==> config.mk <==
export PLATFORM = sky130hd
export DESIGN_NAME = cicero_loader
export DESIGN_NICKNAME = d
export VERILOG_FILES = /design/src/rtl/AXI_package.sv /design/src/rtl/cicero_loader.sv
export SDC_FILE = /design/constraint.sdc
export NUM_CORES = 1
export LEC_CHECK = 0
export ABC_AREA = 0
export CAP_MARGIN = 15
export CORE_UTILIZATION = 45
export DETAILED_ROUTE_END_ITERATION = 10
export MAX_ROUTING_LAYER = met4
export PLACE_DENSITY = 0.91
export SYNTH_ARGS = -nofsm -noshare
export SYNTH_HDL_FRONTEND = slang
export SYNTH_SLANG_ARGS = --single-unit
==> constraint.sdc <==
create_clock -name clk -period 2.1 [get_ports clk]
set_input_delay 0.42 -clock clk [delete_from_list [all_inputs] [get_ports clk]]
set_output_delay 0.42 -clock clk [all_outputs]
set_load 0.01 [all_outputs]
==> src/rtl/AXI_package.sv <==
// Shared definitions for the CICERO AXI register block and its program loader.
// The register block consumes REG_WIDTH-wide command/address/data registers;
// the loader drives them through the command codes defined here.
package AXI_package;

    localparam int REG_WIDTH = 32;

    // Command codes understood by the register block.
    localparam logic [REG_WIDTH-1:0] CMD_NOP   = 32'd0;
    localparam logic [REG_WIDTH-1:0] CMD_WRITE = 32'd1;

    // Program loader sequencing states.
    typedef enum logic [1:0] {
        IDLE  = 2'd0,
        LOAD  = 2'd1,
        FLUSH = 2'd2
    } loader_state_t;

endpackage

==> src/rtl/cicero_loader.sv <==
// cicero_loader: turns a valid/ready stream of 32-bit instruction words into
// single-cycle CMD_WRITE commands for the CICERO register block, starting at
// base_addr_i for length_i words. A load that would run past the top of the
// BRAM is refused and flagged on error_o.
//
// Optional build macro: CICERO_LOADER_CHECKSUM_EN adds checksum_o, the
// modulo-2^32 sum of the words accepted by the current/most recent load.
//
// Handshake: a word transfers on a rising clk edge where valid_i && ready_o.
// ready_o depends only on the FSM state (high in LOAD), never on valid_i;
// valid_i outside LOAD is ignored.
module cicero_loader
    import AXI_package::*;
#(
    parameter int REG_WIDTH  = AXI_package::REG_WIDTH,
    parameter int ADDR_WIDTH = 11,
    parameter int LEN_WIDTH  = 12
) (
    input  logic                  clk,
    input  logic                  reset,
    input  logic                  start_i,
    input  logic [ADDR_WIDTH-1:0] base_addr_i,
    input  logic [LEN_WIDTH-1:0]  length_i,
    input  logic [31:0]           data_i,
    input  logic                  valid_i,
    output logic                  ready_o,
    output logic [REG_WIDTH-1:0]  address_register,
    output logic [REG_WIDTH-1:0]  data_in_register,
    output logic [REG_WIDTH-1:0]  cmd_register,
    output logic                  busy_o,
    output logic                  done_o,
    output logic                  error_o,
`ifdef CICERO_LOADER_CHECKSUM_EN
    output logic [31:0]           checksum_o,
`endif
    output loader_state_t         state_dbg
);

    // The range check is done one bit wider than the length so that
    // base + length can express exactly 2^ADDR_WIDTH (a load ending on the
    // last BRAM word) without overflow.
    localparam int SUM_W = LEN_WIDTH + 1;
    localparam logic [SUM_W-1:0] DEPTH = SUM_W'(2 ** ADDR_WIDTH);

    loader_state_t         state_q;
    logic [ADDR_WIDTH-1:0] addr_q;
    logic [LEN_WIDTH-1:0]  remain_q;
    logic [SUM_W-1:0]      end_addr;
    logic                  range_ok;
    logic                  handshake;

    assign end_addr  = SUM_W'(base_addr_i) + SUM_W'(length_i);
    assign range_ok  = (end_addr <= DEPTH);
    assign ready_o   = (state_q == LOAD);
    assign busy_o    = (state_q != IDLE);
    assign done_o    = (state_q == FLUSH);
    assign handshake = valid_i && ready_o;
    assign state_dbg = state_q;

    // Sequencing: accept/refuse start, count words through LOAD, one FLUSH cycle.
    always_ff @(posedge clk or negedge reset) begin
        if (!reset) begin
            state_q  <= IDLE;
            addr_q   <= '0;
            remain_q <= '0;
            error_o  <= 1'b0;
        end else begin
            case (state_q)
                IDLE: begin
                    if (start_i) begin
                        if (range_ok) begin
                            addr_q   <= base_addr_i;
                            remain_q <= length_i;
                            error_o  <= 1'b0;
                            // An empty load still reports completion.
                            state_q  <= (length_i == '0) ? FLUSH : LOAD;
                        end else begin
                            error_o  <= 1'b1;
                        end
                    end
                end
                LOAD: begin
                    if (handshake) begin
                        addr_q   <= addr_q + ADDR_WIDTH'(1);
                        remain_q <= remain_q - LEN_WIDTH'(1);
                        if (remain_q == LEN_WIDTH'(1)) begin
                            state_q <= FLUSH;
                        end
                    end
                end
                FLUSH: begin
                    state_q <= IDLE;
                end
                default: begin
                    state_q <= IDLE;
                end
            endcase
        end
    end

    // Register-block drive: a write triple only in the cycle after a
    // handshake, NOP otherwise, so a stalled stream never repeats a write.
    always_ff @(posedge clk or negedge reset) begin
        if (!reset) begin
            address_register <= '0;
            data_in_register <= '0;
            cmd_register     <= REG_WIDTH'(CMD_NOP);
        end else if (handshake) begin
            address_register <= REG_WIDTH'(addr_q);
            data_in_register <= REG_WIDTH'(data_i);
            cmd_register     <= REG_WIDTH'(CMD_WRITE);
        end else begin
            cmd_register     <= REG_WIDTH'(CMD_NOP);
        end
    end

`ifdef CICERO_LOADER_CHECKSUM_EN
    logic accept_start;
    assign accept_start = (state_q == IDLE) && start_i && range_ok;

    // Running sum of accepted words; held after completion until next start.
    always_ff @(posedge clk or negedge reset) begin
        if (!reset) begin
            checksum_o <= '0;
        end else if (accept_start) begin
            checksum_o <= '0;
        end else if (handshake) begin
            checksum_o <= checksum_o + data_i;
        end
    end
`endif

endmodule

==> summary.txt, run 1 <==
Pwr
  – Internal: 3730 uW
  – Leak Pwr: 0.00273 uW
  – Sequential share of power: 0.349
  – Worst vdd ir: 0.420 mV
  – Net switching power: 2230 uW
  – Clock group share of total power: 0.187
  – Pwr/cell area: 958 nW/um2
  – Combinational power share: 0.465
  – Switching Fraction: 0.374

Final layout
  – N_diodes: 0
  – Post-layout nets: 675
  – Multi-input logic area: 2390 um2
  – Register Area: 1750 um2
  – Final Core Density: 0.672
  – Fill cells: 704
  – Area Overhead vs Synth: 44.2%
  – Finished Cell Area: 6210 um2
  – Share of cells above drive strength 1: 0.294

Worst setup path
  – Crit path capture: addr_q[1]$_DFFE_PN0P_
  – R2r setup slk: 0.08 ns
  – Worst Setup End Kind: flop
  – Crit start category: input pin
  – Critical Path Source: length_i[0]
  – WP data required: 2.36 ns
  – R2R depth: 4
  – CP max FO: 12
  – Kind of critical path: input pin to flop
  – Critical R2R Launch: remain_q[6]$_DFFE_PN0P_
  – CP arrival: 3.01 ns
  – FF-to-FF End: state_dbg[0]$_DFFE_PN0P_

Placed design
  – DP Area: 5710 um2
  – Dpl hpwl: 8.56 mm
  – GP Congestion: 0.947
  – IO buf count: 108

STA
  – Worst hold slack: -0.00141 ns
  – Final worst setup slack: -0.655 ns
  – Final worst path period share: 1.31
  – Final Hold Vio Count: 2
  – Max frequency: 0.363 GHz
  – Slew @ Worst Pin: 0.515 ns
  – Final number of setup-violating endpoints: 26
  – RSZ-0062 raised after global routing: true
  – Worst clock skew: 0.00777 ns
  – Final worst path period need: 2.75 ns
  – Sum Neg Setup Slack: -15.41 ns
  – Slew headroom: 0.654
  – Slew Viols, Final: 0

Synthesis
  – Post-synthesis mux area share: 0.117
  – Mapped Area: 4310 um2
  – EDFF count, synth: 0
  – Synth Area in XOR/XNOR: 0.00610
  – Synth Area in Simple Gates: 0.106
  – Biggest area consumer among synthesized cells: dfrtp_1
  – Yosys reg bits: 70
  – Most common flop cell mapped by yosys: dfrtp_1
  – Synth top area share: 0.407
  – Post-Synth Adder-Cell Area: 0.0453
  – Yosys warnings: 0
  – Most frequent cells after synthesis: 70 x dfrtp_1, 52 x buf_4, 43 x mux2_2
  – Synthesized instance count: 437
  – Most common cell in the netlist: dfrtp_1
  – Most area-consuming cells after synthesis: dfrtp_1 41%, mux2_2 11%, buf_4 9.1%
  – Syn Area/Cell: 9.86 um2
  – Main combinational cell family by area after synthesis: compound AO/OA/AOI/OAI gates
  – Post-synthesis async set-or-reset flop share: 1.00
  – Synth Area in Compound Gates: 0.190
  – Distinct cells, synth: 59
  – Sequential share of the synthesized area: 0.407

Global routing
  – Initial antenna violation count: 0
  – Grt ovf: 0
  – Vias in the first global route: 3854
  – Largest net degree at the start of global routing: 33
  – Global-route wire length before repair: 18.6 mm
  – Tot GR Track Use: 0.245

Detailed routing
  – Drt first pass iters: 5
  – DRC Markers: 0
  – DR WL/cell: 15.8 um
  – Antenna Nets Post-Route: 0
  – DR iter-0 viols: 311
  – Total number of vias: 3909
  – Final WL: 11.6 mm
  – Routed vias/inst: 5.32

Die
  – Initial core utilization: 0.466
  – FP Rows: 35
  – Die area: 9970 um2
  – Core ar.: 9240 um2
  – Die span in x: 99.9 um
  – DIE HEIGHT: 99.9 um
  – Io pins: 161

Clock tree
  – CTS tree: yes
  – Clock Sinks: 70
  – H-tree levels: 3
  – CTS Buffer Depth: 2
  – Worst-Skew Late Latency: 0.34 ns
  – Worst-path clk slew: 0.08 ns
  – Root buf cell: clkbuf_8
  – CTS Buf Count: 9

Run status
  – Failing checks: hold timing, setup timing
  – Status: finished, violations left

Worst hold path
  – Min-Delay Path Class: input pin to asynchronous set/reset pin

Job
  – Max cap viols: 0
layout by cell type, fill, tap and decap left out, types with 4 or more instances in the layout:
master and n:
nand3_1 11, clkdlybuf4s50_1 86, ha_1 6, buf_4 56
dlygate4sd2_1 12, a21oi_1 20, o21ai_0 19, dfrtp_1 68
nand2_1 30, o22ai_1 9, nor3_1 5, mux2_2 43
nand2b_1 6, ha_4 8, inv_1 13, conb_1 52
a21o_1 6, nor2_1 13, nor4_1 4, buf_6 5
a21oi_2 18, clkbuf_8 10, a31oi_1 15
worst max-delay path: stages:
cell	delay, ns
buf_8	0.10
ha_4	0.15
fa_2	0.44
nor2_1	0.09
o21ai_1	0.06
a221o_1	0.25
or4_1	0.39
a2111o_1	0.34
o211ai_2	0.22
buf_6	0.16
buf_8	0.14
a21oi_1	0.10
a31oi_4	0.15
stage by stage:
stage | power (uW) | worst slack [ns] | cells | hold slack, ns
floorplan | 3590 | -0.852 | 488 | 0.124
global placement | 4420 | -1.41 | 709 | 0.373
detailed placement | 4560 | -1.51 | 709 | 0.379
CTS | 5860 | -0.615 | 735 | 0.00123
global route | 6320 | -0.702 | 735 | 0.0124
finish | 5950 | -0.655 | 735 | -0.00141
sequential cells by signal, indices dropped and copies added, names as in the netlist:
name and cells:
cmd_register 1, error_o 1, data_in_register 32, address_register 11
state_dbg 2, addr_q 11, remain_q 12
power by group through the flow:
stage | clock, uW | sequential, uW | combinational, uW
6_report | 1110 | 2080 | 2770
2_1_floorplan | 0 | 2080 | 1510
5_1_grt | 1200 | 2130 | 2990
4_1_cts | 1130 | 2060 | 2660
3_3_place_gp | 0 | 2040 | 2380
3_5_place_dp | 0 | 2080 | 2480
how the worst min path moves through the flow:
stage          start                          endpoint  slack [ns]
3_3_place_gp   reset  data_in_register[11]$_DFFE_PN0P_        0.37
2_1_floorplan  reset             addr_q[0]$_DFFE_PN0P_        0.12
6_report       reset  data_in_register[12]$_DFFE_PN0P_      -0.001
4_1_cts        reset  data_in_register[12]$_DFFE_PN0P_       0.001
5_1_grt        reset  data_in_register[12]$_DFFE_PN0P_        0.01
3_5_place_dp   reset  data_in_register[12]$_DFFE_PN0P_        0.38
what timing repair did:
action / CTS / global route
endpoints found under the setup margin: 27 / 28
setup buffers: 8 / 0
pin swaps: 14 / 11
gates cloned: 2 / 0
gates resized for setup: 71 / 15
hold buffers: 0 / 0
logic make-up after synthesis:
kind of cell    Yosys count
compound gates          125
mux                      45
flops                    70
xor+xnor                  3
simple gates             91
buf+inv                  87
other cells               1
fa+ha+maj                15
area by class of cell:
type,instances,area share
timing repair buffer,174,0.264
multi-input combinational,331,0.385
sequential,70,0.282
clock inverter,6,0.0111
tap,129,0.0260
clock buffer,10,0.0222
inverter,15,0.00906
metal layers:
metal  track usage  wire length (um)
met1         0.279              4660
met2         0.432              6060
met3        0.0446               698
met4        0.0826               222
met5             -                 0
(Power assumes the default switching activity.)
==> run 2, diff against run 1 <==
--- a/config.mk
+++ b/config.mk
@@ -5,10 +5,11 @@
 export SDC_FILE = /design/constraint.sdc
 export NUM_CORES = 1
 export LEC_CHECK = 0
-export ABC_AREA = 0
+export ABC_AREA = 1
 export CAP_MARGIN = 15
-export CORE_UTILIZATION = 45
+export CORE_UTILIZATION = 46
 export DETAILED_ROUTE_END_ITERATION = 10
+export GPL_ROUTABILITY_DRIVEN = 0
 export MAX_ROUTING_LAYER = met4
 export PLACE_DENSITY = 0.91
 export SYNTH_ARGS = -nofsm -noshare
==> summary.txt, run 2 <==
Detailed routing
  – Total number of vias: 4634
  – DRC Markers: 0
  – DR WL/cell: 14.2 um
  – Drt first pass iters: 5
  – DR iter-0 viols: 415
  – Routed vias/inst: 4.99
  – Final WL: 13.2 mm
  – Antenna Nets Post-Route: 0

Global routing
  – Initial antenna violation count: 0
  – Grt ovf: 0
  – Largest net degree at the start of global routing: 51
  – Vias in the first global route: 4102
  – Global-route wire length before repair: 19.8 mm
  – Tot GR Track Use: 0.256

Final layout
  – Largest Register: data_in_register
  – Commonest non-fill, non-tap cell in the layout: nand2_1
  – Non-Filler Instances: 928
  – Register Area: 1750 um2
  – Max reg flops: 32
  – Share of cells above drive strength 1: 0.160
  – Multi-input logic area: 2580 um2
  – Biggest regs: data_in_register: 32 flops, remain_q: 12 flops
  – Post-layout nets: 864
  – Fill cells: 789
  – Area Overhead vs Synth: 38.5%
  – Most frequent cells in the layout: 235 x nand2_1, 84 x clkdlybuf4s50_1, 70 x dfrtp_1
  – N_diodes: 0

Clock tree
  – Worst-Skew Late Latency: 0.34 ns
  – Worst-path clk slew: 0.08 ns
  – Root buf cell: clkbuf_8
  – H-tree levels: 3
  – Post-CTS Hold Buffers: 0
  – CTS Buf Count: 9
  – CTS tree: yes
  – Clock Sinks: 70
  – CTS Buffer Depth: 2

Die
  – FP Rows: 36
  – Die span in x: 102 um
  – Core ar.: 9730 um2
  – DIE HEIGHT: 102 um
  – Io pins: 161
  – Initial core utilization: 0.472
  – Die area: 10400 um2

Synthesis
  – Distinct cells, synth: 32
  – Synthesized instance count: 648
  – Post-synthesis async set-or-reset flop share: 1.00
  – Synth top area share: 0.381
  – Most common flop cell mapped by yosys: dfrtp_1
  – Most frequent cells after synthesis: 253 x nand2_1, 70 x dfrtp_1, 62 x inv_1
  – Mapped Area: 4600 um2
  – Yosys reg bits: 70
  – Yosys warnings: 0
  – Biggest area consumer among synthesized cells: dfrtp_1
  – Sequential share of the synthesized area: 0.381
  – Syn Area/Cell: 7.09 um2
  – EDFF count, synth: 0
  – Most common cell in the netlist: nand2_1
  – Most area-consuming cells after synthesis: dfrtp_1 38%, nand2_1 21%, buf_4 8.8%

STA
  – Final number of setup-violating endpoints: 25
  – Slew Viols, Final: 0
  – Worst clock skew: 0.00862 ns
  – Slew @ Worst Pin: 0.716 ns
  – Final Hold Vio Count: 0
  – Final worst setup slack: -0.139 ns
  – Slew headroom: 0.521
  – Final worst path period share: 1.07
  – RSZ-0062 raised after global routing: true
  – Max frequency: 0.447 GHz
  – Worst hold slack: 0.0419 ns
  – Final worst path period need: 2.24 ns

Run status
  – Status: finished, violations left
  – Failing checks: setup timing

Worst setup path
  – Critical Path Source: length_i[5]
  – Kind of critical path: input pin to flop
  – Worst Setup End Kind: flop
  – CP arrival: 2.51 ns
  – WP data required: 2.37 ns
  – Critical R2R Launch: state_dbg[0]$_DFFE_PN0P_
  – Crit start category: input pin
  – CP max FO: 12

Placed design
  – Placed cells: 900
  – IO buf count: 108
  – Dpl hpwl: 8.73 mm

Pwr
  – Power consumption: 7840 uW
  – Leak Pwr: 0.00329 uW
  – Worst vdd ir: 0.467 mV
  – Pwr/cell area: 1230 nW/um2

Worst hold path
  – Min-Delay Path Class: input pin to asynchronous set/reset pin

Job
  – Max cap viols: 0
==> run 2: cell types whose count changed after synthesis, sizes merged, moves of 8 or more <==
cell,before,now
nand2,31,267
inv,15,63
mux2,43,0
nand3,11,54
a21oi,38,10
nor2,13,37
a31oi,17,1
o22ai,9,1
==> run 2: kinds of logic (layout without fill, tap and decap cells) <==
family          Yosys count  in the layout  synth area share
fa+ha+maj                15             15            0.0425
simple gates            372            375             0.342
flops                    70             70             0.381
xor+xnor                  9              9            0.0172
other cells               1             52          0.000816
compound gates           46             46            0.0566
buf+inv                 135            228             0.160
==> run 2: power breakdown <==
part / internal (uW) / switching (uW)
Clock: 430 / 543
Sequential: 1970 / 511
Combinational: 1970 / 2420
Total: 4370 / 3470
==> run 2: final cells by class <==
type	instances	area share
clock buffers	9	0.0195
clock inverters	7	0.00786
inverters	63	0.0372
multi-input cells	497	0.405
flip-flops and latches	70	0.275
well taps	133	0.0261
repair buffers	149	0.229
==> run 2: critical path, cell delays in order <==
cell           delay (ns)
dlygate4sd2_1        0.34
ha_4                 0.26
a21oi_2              0.23
nor2_1               0.07
nor2_1               0.12
nand2_1              0.08
nand2_1              0.10
nand2_1              0.06
nor2_1               0.14
nand3_2              0.12
nand3_4              0.11
buf_4                0.14
buf_16               0.12
nand3_1              0.10
nand2_2              0.09
==> run 2: worst paths after layout <==
kind / depth (start not counted) / endpoint / slack, ns
worst min-delay path: 1 / data_in_register[18]$_DFFE_PN0P_ / 0.04
max in group asynchronous: 2 / data_in_register[23]$_DFFE_PN0P_ / 1.49
worst min register to register: 2 / data_in_register[30]$_DFFE_PN0P_ / 0.47
min in group clk: 2 / data_in_register[30]$_DFFE_PN0P_ / 0.47
worst max-delay path: 15 / addr_q[10]$_DFFE_PN0P_ / -0.14
worst max register to register: 6 / addr_q[10]$_DFFE_PN0P_ / 0.08
==> run 2: per-stage QoR <==
step | util | worst slack [ns] | setup TNS (ns) | cell area [um2]
2_1_floorplan | - | -0.168 | -3.53 | 4800
3_3_place_gp | 0.599 | -0.859 | -21.07 | 5830
3_5_place_dp | 0.599 | -0.917 | -22.60 | 5830
4_1_cts | 0.649 | -0.0903 | -1.70 | 6310
5_1_grt | 0.654 | -0.243 | -5.67 | 6360
6_report | 0.654 | -0.139 | -2.85 | 6360
==> run 2: repair_timing <==
item	in CTS	in global routing
setup buffers	4	3
hold endpoints to repair	0	0
pin swaps	20	16
cloned	5	0
gates resized for setup	66	15
endpoints found under the setup margin	26	28
==> run 2: per-layer routing <==
layer / vias to the layer above / GRT usage / wire length, um
met2: 302 / 0.423 / 6220
met5: - / - / 0
li1: 2208 / - / -
met4: 0 / 0.113 / 449
met1: 2073 / 0.300 / 5260
met3: 51 / 0.0547 / 1270
==> run 3, diff against run 2 <==
--- a/config.mk
+++ b/config.mk
@@ -5,9 +5,8 @@
 export SDC_FILE = /design/constraint.sdc
 export NUM_CORES = 1
 export LEC_CHECK = 0
-export ABC_AREA = 1
 export CAP_MARGIN = 15
-export CORE_UTILIZATION = 46
+export CORE_UTILIZATION = 45
 export DETAILED_ROUTE_END_ITERATION = 10
 export GPL_ROUTABILITY_DRIVEN = 0
 export MAX_ROUTING_LAYER = met4
==> constraint.sdc (replaced) <==
create_clock -name clk -period 2.1 [get_ports clk]
set_input_delay 0.42 -clock clk [delete_from_list [all_inputs] [get_ports clk]]
set_output_delay 0.42 -clock clk [all_outputs]
set_load 0.05 [all_outputs]
==> summary.txt, run 3 (synthesized netlist as in run 1, its figures left out) <==
Final layout
  – Non-Filler Instances: 736
  – Share of cells above drive strength 1: 0.278
  – Final Core Density: 0.677
  – Finished Cell Area: 6260 um2
  – Biggest regs: data_in_register: 32 flops, remain_q: 12 flops
  – Area Overhead vs Synth: 45.2%
  – Most frequent cells in the layout: 85 x clkdlybuf4s50_1, 69 x dfrtp_1, 57 x buf_4
  – N_diodes: 0
  – Max reg flops: 32
  – Post-layout nets: 676
  – Commonest non-fill, non-tap cell in the layout: clkdlybuf4s50_1
  – Largest Register: data_in_register

Die
  – Core ar.: 9240 um2
  – Io pins: 161
  – DIE HEIGHT: 99.9 um
  – FP Rows: 35
  – Initial core utilization: 0.466
  – Die area: 9970 um2
  – Die span in x: 99.9 um

Worst setup path
  – CP top delay family: compound AO/OA/AOI/OAI gates
  – Critical R2R Launch: remain_q[6]$_DFFE_PN0P_
  – CP arrival: 3.06 ns
  – Worst Setup End Kind: flop
  – CP max FO: 11
  – R2R depth: 5
  – Kind of critical path: input pin to flop
  – CP max stage delay: 0.46 ns
  – Critical Path, Cell by Cell: buf_8 > ha_4 > fa_2 > nor2_1 > o21ai_1 > a221o_1 > or4_1 > a2111o_1 > o211ai_2 > buf_4 > buf_12 > a31oi_1 > a21o_1
  – FF-to-FF End: remain_q[10]$_DFFE_PN0P_
  – WP data required: 2.33 ns
  – Crit start category: input pin
  – Critical Path Source: length_i[0]
  – Slowest stage cell, crit path: or4_1
  – R2r setup slk: 0.11 ns
  – Sum of buffers and inverters on the critical path: 3

Global routing
  – Initial antenna violation count: 0
  – Global-route wire length before repair: 18.6 mm
  – Tot GR Track Use: 0.248
  – Largest net degree at the start of global routing: 40
  – Vias in the first global route: 3906
  – Grt ovf: 0

Clock tree
  – CTS Buffer Depth: 2
  – Worst-path clk slew: 0.07 ns
  – H-tree levels: 3
  – Root buf cell: clkbuf_8
  – CTS Buf Count: 9
  – Clock Sinks: 70
  – Worst-Skew Late Latency: 0.34 ns
  – CTS tree: yes

Detailed routing
  – Drt first pass iters: 5
  – Antenna Nets Post-Route: 0
  – Routed vias/inst: 5.34
  – DR iter-0 viols: 401
  – Final WL: 11.6 mm
  – Total number of vias: 3930
  – DRC Markers: 0
  – DR WL/cell: 15.8 um

STA
  – Final worst path period need: 2.83 ns
  – Slew headroom: 0.638
  – Slew Viols, Final: 0
  – Worst clock skew: 0.00379 ns
  – Final Hold Vio Count: 0
  – Worst hold slack: 0.365 ns
  – Final worst setup slack: -0.727 ns
  – Slew @ Worst Pin: 0.541 ns
  – Max frequency: 0.354 GHz
  – RSZ-0062 raised after global routing: true
  – Final worst path period share: 1.35
  – Final number of setup-violating endpoints: 26
  – Sum Neg Setup Slack: -16.68 ns

Run status
  – Status: finished, violations left
  – Failing checks: setup timing

Pwr
  – Worst vdd ir: 0.503 mV
  – Pwr/cell area: 1100 nW/um2
  – Leak Pwr: 0.00280 uW

Placed design
  – IO buf count: 108
  – Placed cells: 710
  – Dpl hpwl: 8.44 mm
  – DP Area: 5730 um2

Worst hold path
  – Hold Startpoint: base_addr_i[0]
  – Hold EP: addr_q[0]$_DFFE_PN0P_
  – Min-Delay Path Class: input pin to flop
  – Hold depth: 3

Job
  – Max cap viols: 0
## run 3: changes by cell type in the layout (fill, tap and decap cells not counted), moves of 15 or more
| cell | before | now |
|---|---|---|
| a21oi_1 | 6 | 21 |
| a31oi_1 | 1 | 17 |
| buf_4 | 34 | 57 |
| inv_1 | 61 | 14 |
| mux2_2 | 0 | 43 |
| nand2_1 | 235 | 31 |
| nand2_2 | 28 | 0 |
| nand3_1 | 48 | 11 |
| nor2_1 | 32 | 13 |
## run 3: worst max-delay path by stage
stage               cells after the start                       end
floorplan                              12    addr_q[10]$_DFFE_PN0P_
global placement                       12  remain_q[10]$_DFFE_PN0P_
detailed placement                     12  remain_q[10]$_DFFE_PN0P_
CTS                                    13   remain_q[1]$_DFFE_PN0P_
global route                           13   remain_q[1]$_DFFE_PN0P_
finish                                 13   remain_q[7]$_DFFE_PN0P_
## run 3: layout make-up
type / count / area [um2]
clock inverter: 4 / 77.6
timing repair buffer: 175 / 1720
fill: 681 / 2980
clock buffer: 12 / 165
multi-input combinational: 331 / 2320
inverter: 15 / 56.3
tap: 129 / 161
sequential: 70 / 1750
## run 3: power breakdown
group / internal, uW / total [uW] / switching, uW
clock network: 770 / 1270 / 497
registers: 1730 / 2070 / 344
logic: 1470 / 3560 / 2090
total: 3970 / 6900 / 2930
## run 3: routing by layer
metal	routed length (um)	track usage
met5	0	-
met4	480	0.150
met3	672	0.0320
met2	5900	0.427
met1	4550	0.274
## run 3: stage by stage
| stage | power (uW) | worst slack, ns |
|---|---|---|
| after floorplan | 4340 | -0.852 |
| after global placement | 5180 | -1.44 |
| after detailed placement | 5320 | -1.51 |
| after CTS | 6840 | -0.690 |
| after global routing | 7290 | -0.807 |
| final | 6900 | -0.727 |
## run 3: worst reg2reg max path, stage by stage (launching register included)
cell	delay [ns]
dfrtp_1	0.43
or4_1	0.60
or2_2	0.37
o31ai_1	0.23
a31oi_1	0.10
o21bai_1	0.16
## run 3: what timing repair did
action / in CTS / in global routing
hold buffers: 1 / 0
endpoints found under the setup margin: 26 / 27
cloned: 3 / 1
gates resized for setup: 62 / 2
endpoints found under the hold margin: 10 / 0
setup buffers: 5 / 1
pin swaps: 14 / 1
